==> src/rtl/ramm_pkg.sv <==
// Shared sizing constants and word type for the 16x8 scratch RAM.
package ramm_pkg;

  localparam int unsigned RAMM_DATA_W = 8;
  localparam int unsigned RAMM_ADDR_W = 4;
  localparam int unsigned RAMM_DEPTH  = 1 << RAMM_ADDR_W;

  typedef logic [RAMM_DATA_W-1:0] word_t;

endpackage

==> src/rtl/ramm_array.sv <==
// Flop-based storage array: synchronous clear, single write port, combinational read mux.
module ramm_array
  import ramm_pkg::*;
#(
  parameter int unsigned DATA_W = RAMM_DATA_W,
  parameter int unsigned ADDR_W = RAMM_ADDR_W,
  parameter int unsigned DEPTH  = RAMM_DEPTH
) (
  input  logic              clk,
  input  logic              rst,
  input  logic              wr_en,
  input  logic [ADDR_W-1:0] addr,
  input  logic [DATA_W-1:0] din,
  output logic [DATA_W-1:0] rd_data
);

  logic [DATA_W-1:0] mem_q [DEPTH];

  // Clear wins over write so a write coinciding with reset is dropped.
  always_ff @(posedge clk) begin
    if (rst) begin
      for (int i = 0; i < int'(DEPTH); i++) begin
        mem_q[i] <= '0;
      end
    end else if (wr_en) begin
      mem_q[addr] <= din;
    end
  end

  assign rd_data = mem_q[addr];

endmodule

==> src/rtl/ramm_16x8.sv <==
// 16x8 single-port RAM with registered, write-first read data.
module ramm_16x8
  import ramm_pkg::*;
#(
  parameter int unsigned DATA_W = RAMM_DATA_W,
  parameter int unsigned ADDR_W = RAMM_ADDR_W,
  parameter int unsigned DEPTH  = RAMM_DEPTH
) (
  input  logic              clk,
  input  logic              rst,
  input  logic              wr_en,
  input  logic [ADDR_W-1:0] addr,
  input  logic [DATA_W-1:0] din,
  output logic [DATA_W-1:0] dout
);

  logic [DATA_W-1:0] rd_data;
  logic [DATA_W-1:0] dout_d;
  logic [DATA_W-1:0] dout_q;

  ramm_array #(
    .DATA_W (DATA_W),
    .ADDR_W (ADDR_W),
    .DEPTH  (DEPTH)
  ) u_array (
    .clk     (clk),
    .rst     (rst),
    .wr_en   (wr_en),
    .addr    (addr),
    .din     (din),
    .rd_data (rd_data)
  );

  // Write-first: on a write edge the new word appears on dout directly.
  always_comb begin
    dout_d = wr_en ? din : rd_data;
  end

  always_ff @(posedge clk) begin
    if (rst) begin
      dout_q <= '0;
    end else begin
      dout_q <= dout_d;
    end
  end

  assign dout = dout_q;

endmodule

==> config.mk <==
export PLATFORM = sky130hd
export DESIGN_NAME = ramm_16x8
export DESIGN_NICKNAME = d
export VERILOG_FILES = /design/src/rtl/ramm_pkg.sv /design/src/rtl/ramm_array.sv /design/src/rtl/ramm_16x8.sv
export SDC_FILE = /design/constraint.sdc
export NUM_CORES = 1
export LEC_CHECK = 0
export BUFFER_PORTS_ARGS = -buffer_cell sky130_fd_sc_hd__clkbuf_2
export CORE_UTILIZATION = 49
export DETAILED_ROUTE_END_ITERATION = 16
export PLACE_DENSITY = 0.69
export SYNTH_ARGS = -nofsm -noshare
export SYNTH_HDL_FRONTEND = slang
export SYNTH_SLANG_ARGS = --single-unit
==> constraint.sdc <==
create_clock -name clk -period 3 [get_ports clk]
set_input_delay 0.15 -clock clk [delete_from_list [all_inputs] [get_ports clk]]
set_output_delay 0.15 -clock clk [all_outputs]
set_load 0.01 [all_outputs]
Word level (Yosys, flattened, before mapping):

Memories as Yosys holds them, arrays and structs flattened. A register that Yosys moved wholly into a read port is not among the register bits.
Cells that the tools add are included.

* flip-flop bits (word level): 0
* bits in writable memories: 128
* input bits: 15
* output and inout port bits: 8
* logic and storage cells: 10
* memories kept: 1

* mux-type cells: 8
* reduce and logical (&&, ||, !) cells: 1

Memory list
* u_array.mem_q: words 16, bits a word 8, read ports 1, clocked after Yosys merged registers in 1, wr ports 16, RTL line ramm_array.sv:17 `logic [DATA_W-1:0] mem_q [DEPTH];`

Operators with widths (number)
* 2-to-1 mux 8 bit: 1
* OR reduction 8 bit: 1
* 2-to-1 mux 1 bit: 6
* 2-to-1 mux 4 bit: 1

Longest topological paths before layout:

Gate-level depths: netlist (run 1).

* depth in word-level cells: 5
* gate-level depth with buffers: 7
* gate-level depth less buffers: 4

By module:

From an unflattened synthesis (run 1), not the netlist that was laid out.

* cells, all modules: 402
* area, all modules: 6165.9 um^2

By module, submodules not included
* ramm_array: instances 1, cells an instance 376, area each 5880.6 um^2
* ramm_16x8: instances 1, cells an instance 26, area each 285.3 um^2

Least setup slack after synthesis (run 1):

Ideal clock, no wire load.

* path type: input to register
* start: in addr[3]
* end: mem u_array.mem_q[0][0] (netlist bit) (enable)
* setup time: 0.387 ns
* data arrival time: 1.514 ns
* required time: 2.613 ns
* setup slack: 1.099 ns
* cell stages on the path: 6
* path buffers: 3
* path through: buf_2 -> buf_4 -> buf_6 -> nor2_1 -> nand2_2 -> o31ai_1

RTL lines
* start: declaration: RTL line ramm_16x8.sv:12 `input logic [ADDR_W-1:0] addr,`
* end: declaration: RTL line ramm_array.sv:17

==> results of run 1 <==
==> metrics by stage <==
stage | worst slack [ns] | power, mW | instance area, um^2 | instances | utilization, %
after CTS | 1.18 | 4.74 | 7170 | 669 | 56.8
after detailed placement | 0.752 | 2.65 | 6570 | 637 | 52.0
final | 1.16 | 4.72 | 7170 | 669 | 56.8
after global placement | 0.857 | 2.64 | 6570 | 637 | 52.0
after floorplan | 1.10 | 2.52 | 6330 | 474 | -
after global routing | 0.973 | 4.86 | 7170 | 669 | 56.8
==> sequential cells by signal (all words and copies together), names as in the netlist <==
name and count:
dout 8, u_array.mem_q 128
==> cells by family (layout without fill, tap and decap cells) <==
| kind of cell | count (synthesis) | after routing | share of synthesized area [%] |
|---|---|---|---|
| AOI/OAI and AO/OA | 51 | 51 | 6.66 |
| DFF | 136 | 136 | 63.2 |
| buffers and inverters | 68 | 91 | 5.30 |
| and+or+nand+nor | 164 | 164 | 14.3 |
| muxes | 55 | 55 | 10.5 |
==> cell usage after synthesis (all sizes together) <==
library cell / instances / share of area [%]
a311oi: 1 / 0.14
dfxtp: 8 / 2.5
and2: 1 / 0.099
mux2i: 46 / 7.3
nor2: 1 / 0.059
nor3: 103 / 8.1
nor2b: 2 / 0.20
mux4: 9 / 3.3
buf: 35 / 3.3
clkbuf: 24 / 1.4
a2bb2oi: 5 / 0.69
clkinv: 8 / 0.47
o21ai: 15 / 1.2
o31ai: 4 / 0.47
o22ai: 13 / 1.3
nor4: 32 / 3.2
nand3b: 4 / 0.59
inv: 1 / 0.059
or3: 1 / 0.18
edfxtp: 128 / 61
o32ai: 2 / 0.28
or3b: 3 / 0.45
nand3: 7 / 0.63
nand2b: 2 / 0.20
a221oi: 11 / 2.6
nand2: 8 / 0.55
==> placed cells by master (no fill, tap or decap), types with 3 or more instances in the layout <==
master	n
edfxtp_1	128
nor3_1	103
mux2i_1	46
nor4_1	32
buf_4	29
clkbuf_2	21
clkbuf_16	17
o21ai_0	13
o22ai_1	13
a221oi_2	11
clkinv_1	8
mux4_2	8
dfxtp_1	8
nand2_1	6
nand3_1	6
a2bb2oi_1	5
clkinv_2	5
o31ai_1	4
clkbuf_1	3
clkbuf_8	3
bufinv_16	3
==> area by class of cell <==
cell class              instances  share of cell area, %
flip-flops and latches        136                   55.9
inverters                       9                  0.471
repair buffers                 50                   4.50
multi-input cells             270                   27.8
clock inverters                 9                   1.71
well taps                     172                   3.00
clock buffers                  23                   6.67
==> layer usage <==
layer / GRT usage [%] / vias up / wire length (um)
met5: 0 / - / 0
met1: 31.8 / 2069 / 6350
met4: 9.66 / 0 / 256
li1: - / 1896 / -
met3: 6.59 / 22 / 1070
met2: 37.8 / 182 / 7050
==> worst paths after layout <==
check / startpoint / to / slack [ns]
max: rst / u_array.mem_q[8][5] / 1.16
min: rst / dout[1] / 0.09
max reg2reg: u_array.mem_q[13][0] / dout[0] / 1.52
min reg2reg: u_array.mem_q[7][6] / dout[6] / 0.80
==> where the power goes <==
group	leakage, nW	switching [mW]	total, mW	internal, mW
registers	1.29	0.0381	2.22	2.19
logic	0.794	0.259	0.390	0.131
clock network	0.297	0.743	2.11	1.36
==> results.toml, run 1 <==
[critical_path]
startpoint_to_endpoint_class_of_the_critical_path = "in2reg"
timing.critical_path.slowest_cell_delay_ns = 0.52
crit_family = "buffers and inverters"
critPathRequiredTime_ns = 3.14
worst-r2r-cell-count = 4
path_cells = "clkbuf_2 > nor2b_1 > nand3b_2 > buf_4 > o31ai_1 > buf_4"
cp_slowest_cell = "o31ai_1"
critPathMostFrequentCell = "buf_4"
crit_path_max_fanout = 35
worstSetupPathDepth = 6
worstSetupEndpointType = "flip-flop"
worstPathBufferInverterCount = 3
critical_path_arrival_ns = 1.97
setup.worst_path.start_class = "input port"

[timing]
finalHoldWorstSlack_ns = 0.0896
timing.final.crit_share_pct = 61.2
fin_skew_ns = 0.00636
fmax_achieved_ghz = 0.545
slew_headroom_pct = 23.2
finalSetupTns_ns = 0
final-max-slew-violation-count = 0
grt_setup_unrepaired = "false"
final_hold_viol_count = 0
timing.final.setup_violations = 0
max_slew.worst_pin.slew_ns = 1.14
period_minus_slack_ns = 1.84

[finish]
sequential_cell_area_mm2 = 0.00400
design.final.nets = 499
n_antenna_cell = 0
multiInputGateArea_mm2 = 0.00199
syn2layout_area_growth_pct = 13.2
layout.filler_cells = 1017
drive_above_1_share_pct = 21.1

[hold_path]
hp-class = "in2reg"
hold_depth = 2

[drt]
firstDrtPassIters = 5
routedWlPerCell_um = 22.0
num_vias = 4169
residual_antenna_violating_net_count_after_detailed_routing = 0
detail_route.drc_violations = 0
via_per_inst = 6.23
drt_iter0_markers = 415
wl_um = 14700

[yosys]
yosys.cell_types.count = 35
ys_seq_area_share_pct = 63.2
synth.cell_area_mm2 = 0.00633
synth_seq_cells = 136
synthesis.yosys.warnings = 0
syn-instance-count = 474
syn-num-nets = 489
postSynthAreaPerCell_um2 = 13.4

[floorplan]
initial_utilization_pct = 50.2
boundaryPins = 23
dieWidth_um = 116
fp.dieArea_mm2 = 0.0134
die_height_um = 116
placementRows = 41
core_area_mm2 = 0.0126

[place]
numPortBuffers = 22
gp_routability_congestion = 0.809
post-dp-hpwl_um = 9100

[clock_network]
h_tree_levels = 4
clkLatencyLatePin_ns = 0.42
clock_tree.root_cell = "clkbuf_16"
tritoncts.num_buffers = 17
clockBufferDepth = 2
cts_post_setup_buffers_inserted = 0
cts_hold_buffers = 0
cts.sink_count = 136
path_clk_slew_ns = 0.06
post_cts_resized = 0
tritoncts = "done"

[grt]
grt_pass1_wl_um = 22900
globalRouteOverflowTotal = 0
first_global_vias = 4034
grt_util_all_layers_pct = 24.0
antenna_found_initial = 0
pin_count_of_the_biggest_net_entering_global_routing = 58

[power]
leakagePower_nw = 2.38
power_per_cell_area_mw_per_mm2 = 659
vdd.ir_drop.worst_mv = 0.404

[flow_run]
number_of_max_cap_violations = 0

[outcome]
status = "finished, final reports clean"
Power figures use the tool's default switching activity.
==> run 2, diff against run 1 <==
- ABC_AREA: not set -> 1
- clock period: 3 -> 1.8 ns (I/O delays scaled with it)
==> results.toml, run 2 <==
[yosys]
synth_commonest_cells = "330 x nand2_1, 147 x nor2_1, 128 x edfxtp_1"
yosys_most_used_dff = "edfxtp_1"
synth.cell_area_mm2 = 0.00628
asyncSetResetFlopFracSynth_pct = 0
synth_largest_type_area_fraction_pct = 61.2
syn-instance-count = 703
syn-num-nets = 718
yosysMostFrequentCell = "nand2_1"
synth_area_leaders = "edfxtp_1 61%, nand2_1 20%, nor2_1 8.8%, dfxtp_1 2.5%, nand3_1 1.6%"
ys_seq_area_share_pct = 63.7
synthesis.yosys.warnings = 0
postSynthAreaPerCell_um2 = 8.93
synth_enable_flop_cells = 128
yosysTopAreaCell = "edfxtp_1"
synth_seq_cells = 136
yosys.cell_types.count = 17

[hold_path]
hp-class = "in2reg"
hold_path_startpoint = "din[0]"
hold_depth = 3
min_to = "dout[0]"

[critical_path]
r2r-end = "dout[6]"
cp_slowest_cell = "nor3_4"
timing.critical_path.slowest_cell_delay_ns = 0.41
crit_path_max_fanout = 10
critPathRequiredTime_ns = 1.89
critPathMostFrequentCell = "inv_2"
path_cells = "clkbuf_2 > inv_2 > nor2_8 > inv_2 > nor3_4 > nand2_4 > nand2_1"
setup.worst_path.start_class = "input port"
startpoint_to_endpoint_class_of_the_critical_path = "in2reg"
worstSetupEndpointType = "flip-flop"
timing.rr.start = "u_array.mem_q[12][6]"
worst-r2r-cell-count = 8
critical_path_arrival_ns = 1.33
reg2reg_setup_slack_ns = 0.60

[grt]
grt_util_all_layers_pct = 25.2
antenna_found_initial = 0
first_global_vias = 4620
grt_pass1_wl_um = 23800
globalRouteOverflowTotal = 0
pin_count_of_the_biggest_net_entering_global_routing = 58

[drt]
num_vias = 4790
wl_um = 15400
firstDrtPassIters = 5
detail_route.drc_violations = 0
drt_iter0_markers = 457
residual_antenna_violating_net_count_after_detailed_routing = 0
routedWlPerCell_um = 16.6
via_per_inst = 5.18

[timing]
timing.final.crit_share_pct = 69.0
timing.final.setup_violations = 0
slew_headroom_pct = 59.2
finalHoldWorstSlack_ns = -0.000923
grt_setup_unrepaired = "false"
final_hold_viol_count = 1
fin_ws_ns = 0.558
final-max-slew-violation-count = 0
fin_skew_ns = 0.00804
period_minus_slack_ns = 1.24
fmax_achieved_ghz = 0.805
max_slew.worst_pin.slew_ns = 0.612
finalSetupTns_ns = 0

[finish]
largest_register_ff_count = 128
finish.utilization_pct = 59.2
design.final.nets = 759
syn2layout_area_growth_pct = 15.6
finish.instance_area_mm2 = 0.00726
n_antenna_cell = 0
final_common_cell = "nand2_1"
drive_above_1_share_pct = 12.0
largest-register = "u_array.mem_q"
layout_common_cells = "330 x nand2_1, 147 x nor2_1, 128 x edfxtp_1"

[place]
post-dp-hpwl_um = 10300
numPortBuffers = 22
preCtsSetupSlack_ns = 0.114
gp_routability_congestion = 0.944
placed_area_mm2 = 0.00668

[floorplan]
die_height_um = 115
boundaryPins = 23
core_area_mm2 = 0.0123
fp.dieArea_mm2 = 0.0133
dieWidth_um = 115
placementRows = 40
initial_utilization_pct = 51.2

[clock_network]
post_cts_resized = 0
clockBufferDepth = 2
h_tree_levels = 4
clkLatencyLatePin_ns = 0.43
clock_tree.root_cell = "clkbuf_16"
tritoncts.num_buffers = 17
cts_post_setup_buffers_inserted = 0
path_clk_slew_ns = 0.05
cts.sink_count = 136
tritoncts = "done"

[outcome]
violations = "hold timing"
status = "complete, but fails checks"

[power]
leakagePower_nw = 3.27
vdd.ir_drop.worst_mv = 0.539
power_per_cell_area_mw_per_mm2 = 1040

[flow_run]
number_of_max_cap_violations = 0
-- run 2: final cells by class --
| class | count | area [um^2] |
|---|---|---|
| fillers | 1076 | 5000 |
| flip-flops and latches | 136 | 4000 |
| multi-input cells | 515 | 2050 |
| clock buffers | 21 | 440 |
| repair buffers | 54 | 370 |
| well taps | 168 | 210 |
| clock inverters | 11 | 106 |
| inverters | 20 | 75.1 |
-- run 2: repair_timing --
action,in CTS,in global routing
endpoints found under the hold margin,3,0
hold buffers,3,0
endpoints found under the setup margin,0,0
-- run 2: worst max-delay path, delay by kind of cell --
kind                   cells  cell delay, ns
and+or+nand+nor            4            0.98
buffers and inverters      3            0.26
-- run 2: report_power, final --
group	total [mW]	internal, mW	switching [mW]
logic	0.651	0.181	0.469
clock network	3.23	2.01	1.22
registers	3.70	3.64	0.0539
total	7.57	5.83	1.74
-- run 2: kinds of logic after synthesis --
family	after synthesis	share of synthesized area [%]
AO/OA/AOI/OAI	8	0.637
AND/OR/NAND/NOR	507	32.0
flip-flops	136	63.7
buffers and inverters	52	3.59
-- run 2: metal layers --
| metal | part of all wire, % | GRT usage [%] |
|---|---|---|
| met4 | 3.2 | 13.5 |
| met1 | 43 | 33.1 |
| met2 | 47 | 39.2 |
| met3 | 6.8 | 5.48 |
| met5 | 0 | 0 |
-- run 2: worst max-delay path by stage --
stage          start  depth (start not counted)              endpoint
6_report       wr_en                          7   u_array.mem_q[8][0]
3_5_place_dp   wr_en                          7   u_array.mem_q[8][7]
4_1_cts        wr_en                          7   u_array.mem_q[8][0]
3_3_place_gp   wr_en                          7   u_array.mem_q[8][0]
2_1_floorplan  wr_en                          6  u_array.mem_q[11][0]
5_1_grt        wr_en                          7   u_array.mem_q[8][0]
-- run 2: metrics by stage --
step / instances / total power [mW]
2_1_floorplan: 703 / 4.15
3_3_place_gp: 890 / 4.38
3_5_place_dp: 890 / 4.40
4_1_cts: 925 / 7.59
5_1_grt: 925 / 7.81
6_report: 925 / 7.57
